[src/rtl/nms_window_sequencer.sv]
// rtl/nms_window_sequencer.sv - 3x3 window sequencer for non-maximum suppression
module nms_window_sequencer #(
  parameter int IMG_W = 64,
  parameter int IMG_H = 64,
  parameter int MAG_W = 11,
  parameter int DIR_W = 2
) (
  input  logic               clk,
  input  logic               rstN,
  input  logic               start,
  input  logic [MAG_W-1:0]   pix_mag,
  input  logic [DIR_W-1:0]   pix_dir,
  input  logic               pix_valid,
  output logic               pix_ready,
  output logic [9*MAG_W-1:0] win_mag,
  output logic [9*DIR_W-1:0] win_dir,
  output logic               win_valid,
  input  logic               win_ready,
  output logic               busy,
  output logic               frame_done
);

  localparam int CW = $clog2(IMG_W);
  localparam int RW = $clog2(IMG_H);
  localparam int PW = MAG_W + DIR_W;
  localparam logic [CW-1:0] COL_LAST = CW'(IMG_W - 1);
  localparam logic [RW-1:0] ROW_LAST = RW'(IMG_H - 1);
  localparam logic [CW-1:0] COL_TWO  = CW'(2);
  localparam logic [RW-1:0] ROW_TWO  = RW'(2);

  typedef enum logic [1:0] {IDLE, FILL, RUN, FLUSH} state_e;

  state_e             state_q;
  logic [CW-1:0]      col_q;
  logic [RW-1:0]      row_q;
  logic [PW-1:0]      lb1_q [IMG_W];
  logic [PW-1:0]      lb2_q [IMG_W];
  logic [MAG_W-1:0]   sm_q [9];
  logic [MAG_W-1:0]   sm_d [9];
  logic [DIR_W-1:0]   sd_q [9];
  logic [DIR_W-1:0]   sd_d [9];
  logic [9*MAG_W-1:0] win_mag_q, win_mag_d;
  logic [9*DIR_W-1:0] win_dir_q, win_dir_d;
  logic               win_valid_q, frame_done_q;
  logic               accept, emit, last_col, last_row;
  logic [PW-1:0]      up1, up2;

  assign pix_ready  = (state_q == FILL || state_q == RUN) && (!win_valid_q || win_ready);
  assign accept     = pix_valid && pix_ready;
  assign last_col   = (col_q == COL_LAST);
  assign last_row   = (row_q == ROW_LAST);
  // Interior pixels only: the first two rows/columns have no complete neighbourhood yet
  assign emit       = accept && (row_q >= ROW_TWO) && (col_q >= COL_TWO);
  assign up1        = lb1_q[col_q];
  assign up2        = lb2_q[col_q];

  assign win_mag    = win_mag_q;
  assign win_dir    = win_dir_q;
  assign win_valid  = win_valid_q;
  assign frame_done = frame_done_q;
  assign busy       = (state_q != IDLE);

  // Next shift-window contents: shift left, new column is {row r-2, row r-1, incoming}
  always_comb begin
    for (int k = 0; k < 9; k++) begin
      sm_d[k] = sm_q[k];
      sd_d[k] = sd_q[k];
    end
    if (accept) begin
      for (int r = 0; r < 3; r++) begin
        sm_d[3*r]   = sm_q[3*r+1];
        sm_d[3*r+1] = sm_q[3*r+2];
        sd_d[3*r]   = sd_q[3*r+1];
        sd_d[3*r+1] = sd_q[3*r+2];
      end
      sm_d[2] = up2[PW-1:DIR_W];
      sd_d[2] = up2[DIR_W-1:0];
      sm_d[5] = up1[PW-1:DIR_W];
      sd_d[5] = up1[DIR_W-1:0];
      sm_d[8] = pix_mag;
      sd_d[8] = pix_dir;
    end
    win_mag_d = '0;
    win_dir_d = '0;
    for (int k = 0; k < 9; k++) begin
      win_mag_d[MAG_W*k +: MAG_W] = sm_d[k];
      win_dir_d[DIR_W*k +: DIR_W] = sd_d[k];
    end
  end

  // Line buffers: the older line moves down, the incoming pixel becomes line r-1
  always_ff @(posedge clk) begin
    if (accept) begin
      lb2_q[col_q] <= up1;
      lb1_q[col_q] <= {pix_mag, pix_dir};
    end
  end

  // Frame FSM, raster counters, shift window and registered window outputs
  always_ff @(posedge clk or negedge rstN) begin
    if (!rstN) begin
      state_q      <= IDLE;
      col_q        <= '0;
      row_q        <= '0;
      win_mag_q    <= '0;
      win_dir_q    <= '0;
      win_valid_q  <= 1'b0;
      frame_done_q <= 1'b0;
      for (int k = 0; k < 9; k++) begin
        sm_q[k] <= '0;
        sd_q[k] <= '0;
      end
    end else begin
      frame_done_q <= 1'b0;
      for (int k = 0; k < 9; k++) begin
        sm_q[k] <= sm_d[k];
        sd_q[k] <= sd_d[k];
      end
      if (emit) begin
        win_mag_q   <= win_mag_d;
        win_dir_q   <= win_dir_d;
        win_valid_q <= 1'b1;
      end else if (win_ready) begin
        win_valid_q <= 1'b0;
      end
      case (state_q)
        IDLE: begin
          if (start) begin
            col_q   <= '0;
            row_q   <= '0;
            state_q <= FILL;
          end
        end
        FILL, RUN: begin
          if (accept) begin
            if (last_col) begin
              col_q <= '0;
              row_q <= last_row ? '0 : row_q + RW'(1);
            end else begin
              col_q <= col_q + CW'(1);
            end
            // Smallest legal frame ends on its first window pixel, so check the end first
            if (last_row && last_col) begin
              state_q <= FLUSH;
            end else if (state_q == FILL && row_q == ROW_TWO && col_q == COL_TWO) begin
              state_q <= RUN;
            end
          end
        end
        FLUSH: begin
          if (win_valid_q && win_ready) begin
            state_q      <= IDLE;
            frame_done_q <= 1'b1;
          end
        end
        default: state_q <= IDLE;
      endcase
    end
  end

endmodule

[config.mk]
export PLATFORM = sky130hd
export DESIGN_NAME = nms_window_sequencer
export DESIGN_NICKNAME = d
export VERILOG_FILES = /design/src/rtl/nms_window_sequencer.sv
export SDC_FILE = /design/constraint.sdc
export NUM_CORES = 2
export LEC_CHECK = 0
export BUFFER_PORTS_ARGS = -buffer_cell sky130_fd_sc_hd__buf_2
export CAP_MARGIN = 15
export CELL_PAD_IN_SITES_DETAIL_PLACEMENT = 2
export CELL_PAD_IN_SITES_GLOBAL_PLACEMENT = 2
export CORE_MARGIN = 4
export CORE_UTILIZATION = 30
export DETAILED_ROUTE_END_ITERATION = 12
export PLACE_DENSITY_LB_ADDON = 0.1
export SYNTH_ARGS = -nofsm -noshare
export SYNTH_HDL_FRONTEND = slang
export SYNTH_SLANG_ARGS = --single-unit
[constraint.sdc]
create_clock -name clk -period 12.1 [get_ports clk]
set_clock_uncertainty 0.15 [all_clocks]
set_input_delay 1.21 -clock clk [delete_from_list [all_inputs] [get_ports clk]]
set_output_delay 1.21 -clock clk [all_outputs]
set_load 0.005 [all_outputs]
== Yosys cells after proc, flatten, opt, wreduce, memory -nomap -nowiden ==
Memories as Yosys holds them, arrays and structs flattened.
Index checks and enable logic that the tools add are counted.
W data, S select, Z words.

* Output and inout bits: 121
* Word-level logic and storage cells: 84
* Bits of input ports: 18
* Bits in writable memories: 1664
* Bits in registers: 250
* Memories: 2

* Reduce and logical (&&, ||, !) cells: 19
* Eq/ne operators: 12
* Mux-type cells: 22
* $lt $le $gt $ge: 2
* Add/sub/neg operators: 2

{| class="wikitable"
|+ Memories
! name !! words !! width !! rd ports !! clocked after Yosys merged registers in !! write ports !! line !! source
|-
| lb1_q || 64 || 13 || 1 || 0 || 1 || 36 || <nowiki>logic [PW-1:0] lb1_q [IMG_W];</nowiki>
|-
| lb2_q || 64 || 13 || 1 || 0 || 1 || 37 || <nowiki>logic [PW-1:0] lb2_q [IMG_W];</nowiki>
|}

{| class="wikitable"
|+ Operator list
! operator !! count
|-
| $mux W99 || 1
|-
| $mux W6 || 6
|-
| $pmux W6 S2 || 2
|-
| $mux W18 || 1
|-
| $add A6 B1 Y6 const B || 2
|-
| $eq A6 B2 Y1 const B || 2
|-
| $eq A6 B6 Y1 const B || 2
|-
| $ge A6 B2 Y1 const B || 2
|-
| $mux W2 || 5
|-
| $logic_and A1 B1 Y1 || 8
|-
| $ne A2 B2 Y1 const B || 4
|-
| $reduce_and A4 Y1 || 2
|-
| $mux W1 || 6
|-
| $pmux W2 S3 || 1
|-
| $reduce_bool A2 Y1 || 3
|-
| $eq A2 B2 Y1 const B || 2
|-
| $ne A3 B3 Y1 const B || 1
|-
| $reduce_and A3 Y1 || 1
|-
| $eq A2 B1 Y1 const B || 1
|-
| $logic_not A2 Y1 || 1
|-
| $logic_or A1 B1 Y1 || 2
|-
| $reduce_or A2 Y1 || 1
|-
| $logic_not A1 Y1 || 1
|}

== Depth between registers and ports, before layout ==
* Word-level depth: 7
* Gate-level depth with buffers: 12
* Depth with buffers taken out: 8

== Least setup slack after synthesis ==
Ideal clock, no wire load.

* Path type: input-to-reg
* From: in win_ready
* To: mem lb1_q[51][0] (netlist name), enable pin
* Stages on the path: 6
* Path buffers: 2
* Setup time: 0.442 ns
* Slack: 7.434 ns
* Required time: 11.508 ns
* Arrival: 4.075 ns
* Path through: nand2b_1 and3_1 clkbuf_1 clkbuf_1 nand2_1 nor3_1

* Longest elaborated chain between the ends: 5

{| class="wikitable"
|+ RTL lines
! what !! line !! source
|-
| start: declaration || 18 || <nowiki>input logic win_ready,</nowiki>
|-
| $logic_or A1 B1 Y1 || 48 || <nowiki>assign pix_ready = (state_q == FILL || state_q == RUN) && (!win_valid_q || win_ready);</nowiki>
|-
| $logic_and A1 B1 Y1 || 48 ||
|-
| $logic_and A1 B1 Y1 || 49 || <nowiki>assign accept = pix_valid && pix_ready;</nowiki>
|-
| $mux W1 || 93 || <nowiki>if (accept) begin</nowiki>
|-
| $mux W1 (not written as such) || 95 || <nowiki>lb1_q[col_q] <= {pix_mag, pix_dir};</nowiki>
|-
| end: declaration || 36 ||
|}

No other way between the ends.

== Worst setup path after layout ==
* From: reg col_q[2]
* To: mem lb2_q[39][3] (netlist name) (data pin)

* Longest elaborated chain between the ends: 1

{| class="wikitable"
|+ RTL lines
! what !! line !! source
|-
| start: declaration || 34 || <nowiki>logic [CW-1:0] col_q;</nowiki>
|-
| start signal: assignment || 140 || <nowiki>col_q <= col_q + CW'(1);</nowiki>
|-
| $mem_v2 Z64 W13 || - ||
|-
| via up1[3] || 46 || <nowiki>logic [PW-1:0] up1, up2;</nowiki>
|-
| end: declaration || 37 ||
|}

The timed path passes the listed nets, and every way through them passes these cells.

==> results.md <==
* Status: finished clean
* Hpwl dp at 182.4 mm
* Pwr Density at 255.8 nW/um^2
* Die height at 505.6 microns
* CTS root buffer: clkbuf_16
* GR Overflow Total at 0
* Crit path capture type: flop
* Final setup viols at 0
* Starting DRT DRC Count at 5109
* Mean Syn Cell Area at 17.06 sq um
* Post-Syn Instances at 4354
* Register bit total from synthesis at 1914
* Vias in the first global route at 46660
* Worst r2r path cells at 9
* Global routing's busiest layer: met2
* Initial antenna violation count at 28
* Largest net degree at the start of global routing at 124
* DR vias/cell at 5.576
* # clock sinks at 1914
* Post-route cell area at 86620 sq um
* GRT met1 Usage at 33.81%
* Die width at 505.6 microns
* Met3 Track Usage GR at 3.343%
* Simple-Gate Fraction of Synth Area at 5.292%
* Yosys warns at 0
* Clock Pin Slew Worst Setup and Hold Paths at 0.06 ns
* H-Tree Level Count at 4
* CTS tree: yes
* Synthesized area at 74270 sq um
* CORE AREA at 246200 sq um
* Netlist cell types at 81
* Sequential share of the synthesized area at 75.70%
* CTS Buffer Depth at 3
* Final setup TNS at 0 ns
* Routed WL at 312.6 mm
* Fillers at 24240
* Main flop type after synthesis: edfxtp_1
* Cell family with the largest share of critical-path delay: buffers and inverters
* Least-Margin Pin Slew at 1.240 ns
* First-pass GRT wire length at 422.7 mm
* Post-CTS Setup Repair Bufs at 0
* Cts hold-fix bufs at 0
* Core Rows at 182
* Post-synth EDFFs at 1664
* Largest family of logic cells by synthesized area: compound AO/OA/AOI/OAI gates
* Initial Util at 30.17%
* Final net count at 4632
* Final Hold Fails at 0
* Post-synth ARST share at 13.06%
* Area Overhead vs Synth at 16.63%
* Top Ports at 139
* Clk_lat worst skew at 0.87 ns
* Post-Route Hold Slack at 0.2965 ns
* Post-Place Cell Area at 79800 sq um
* Post-synthesis xor/xnor area fraction at 0%
* WP buf/inv at 4
* Port Buf Inserts at 138
* Syn_nets at 4379
* Total CTS buffers at 210
* Area share of fa/ha/maj cells after synthesis at 0.1179%
* GRT Util Overall at 23.91%
* CP Data Arrival Time at 6.28 ns
* CP Class: flop to flop
* Final min period at 5.906 ns
* Rel. slew slack at 16.76%
* ANT nets after route at 0
* Slowest cell on crit path: dfrtp_4
* CP dominant cell by count: buf_4
* Compound-cell area share of the yosys netlist at 8.786%
* Worst VDD drop at 189.9 uV
* Cells along the critical path: buf_4, nor2b_4, buf_4, buf_4, a221oi_1, o22ai_1, a22oi_1, nand4_1, buf_4
* Max Clk Rate at 169.3 MHz
* DRT Pass-1 Iters at 5
* Via count at 45170
* Resized cells post-CTS at 0
* Final period util at 48.81%
* Req. time, crit path at 12.47 ns
* CP Max Fanout at 64
* Leakage power at 28.45 nW
* Die area at 255600 sq um
* Max-cap viol count at 0
* Post-synthesis mux area share at 7.856%
* GRT met2 Usage at 38.59%
* CP peak stage delay at 0.86 ns
* RSZ-0062 raised after global routing: false
* # DRC at 0
* Final Max Tran Viols at 0
* Share of cells above drive strength 1 at 22.12%
* Startpoint Class: flop
* Hold WC Path Type: primary input to asynchronous set/reset pin
* Final Wtd Congestion at 0.7927
* Critical Path Stages at 9
* WL per Instance at 38.59 microns
==> metal layers <==
layer,up-vias,wire [microns]
li1,18030,-
met1,25150,140000
met2,1585,146300
met3,391,17350
met4,8,8825
met5,-,51
==> power by group <==
part	internal (W)	switching, W	leakage, nW
sequential	0.00874	0.000309	18.0
combinational	0.00174	0.00502	7.24
clock	0.00365	0.00270	3.25
total	0.0141	0.00802	28.4
==> synth_stat cells (7+ instances only) <==
master | n | area share [%]
edfxtp_1 | 1664 | 67
nand2_1 | 362 | 1.8
dfrtp_1 | 250 | 8.4
a22oi_1 | 217 | 2.2
mux2_2 | 179 | 2.7
mux2i_1 | 164 | 2.2
nor2_1 | 143 | 0.72
buf_2 | 119 | 0.80
clkbuf_1 | 113 | 0.57
a221oi_1 | 112 | 1.3
a21oi_1 | 105 | 0.71
mux4_2 | 96 | 2.9
o22ai_1 | 79 | 0.67
nand3b_1 | 66 | 0.67
o21ai_0 | 63 | 0.42
a221o_1 | 51 | 0.69
a22o_1 | 51 | 0.60
nand3_1 | 45 | 0.30
nor3_1 | 31 | 0.21
buf_4 | 26 | 0.26
o221ai_1 | 26 | 0.31
buf_1 | 25 | 0.13
buf_6 | 23 | 0.35
a31oi_1 | 22 | 0.19
a211oi_1 | 21 | 0.21
inv_1 | 18 | 0.091
or3b_2 | 18 | 0.21
o211ai_1 | 14 | 0.14
nand4_1 | 13 | 0.11
nor4_1 | 13 | 0.11
nand2b_1 | 12 | 0.10
o2bb2ai_1 | 12 | 0.14
a2111oi_0 | 11 | 0.13
and3_1 | 11 | 0.093
nor2b_1 | 10 | 0.084
o22a_1 | 10 | 0.12
and3b_1 | 9 | 0.11
nor4b_1 | 8 | 0.094
o21a_1 | 8 | 0.081
a222oi_1 | 7 | 0.094
and2_1 | 7 | 0.059
ha_1 | 7 | 0.12
nor3b_1 | 7 | 0.071
==> cell families (layout without fill, tap and decap cells) <==
| group | Yosys count | in the layout |
|---|---|---|
| flops | 1914 | 1914 |
| mux | 440 | 440 |
| simple gates | 794 | 794 |
| fa+ha+maj | 7 | 7 |
| other cells | 0 | 9 |
| compound gates | 872 | 872 |
| buf+inv | 327 | 752 |
==> stage by stage <==
step | total power (W) | setup WS, ns | util [%] | std cells
after global placement | 0.01575 | 6.037 | 32.40 | 7698
final | 0.02215 | 6.194 | 35.19 | 8100
after global routing | 0.02290 | 6.158 | 35.18 | 8092
after detailed placement | 0.01587 | 6.179 | 32.42 | 7700
after floorplan | 0.01238 | 7.434 | - | 4354
after CTS | 0.02226 | 6.157 | 35.14 | 8084
==> registers in the layout, summed over array words and instances, names as in the netlist <==
signal	count
col_q	6
row_q	6
frame_done	1
win_dir	18
win_mag	99
win_valid	1
lb2_q	832
sm_q	99
sd_q	18
state_q	2
lb1_q	832
==> cell type report <==
class | count | area (sq um) | area share (%)
Inverter | 19 | 75.07 | 0.08667
Antenna cell | 9 | 22.52 | 0.02600
Multi-Input combinational cell | 2113 | 17050 | 19.69
Timing Repair Buffer | 349 | 2391 | 2.760
Clock inverter | 101 | 948.4 | 1.095
Sequential cell | 1914 | 56240 | 64.93
Tap cell | 3312 | 4144 | 4.784
Clock buffer | 283 | 5744 | 6.632
==> worst paths after layout <==
path,startpoint,endpoint,slack [ns]
max,col_q[2],lb2_q[39][3],6.19
min,rstN,sm_q[97],0.30
max reg2reg,col_q[2],lb2_q[39][3],6.19
min reg2reg,sm_q[26],sm_q[26],0.32
max in group asynchronous,rstN,win_mag[92],9.36
min in group clk,sm_q[26],sm_q[26],0.32
==> layout by cell type, fill, tap and decap left out, types with 56 or more instances in the layout <==
cell type / count
buf_2: 137
a22oi_1: 217
nor2_4: 61
nor2_1: 83
clkbuf_16: 214
nand2_1: 360
a21oi_1: 105
edfxtp_1: 1664
o21ai_0: 60
o22ai_1: 79
clkbuf_1: 56
nand3b_1: 66
a221oi_1: 112
dfrtp_1: 244
mux2i_1: 164
buf_4: 200
mux4_2: 96
mux2_2: 179
Power figures use the tool's default switching activity.
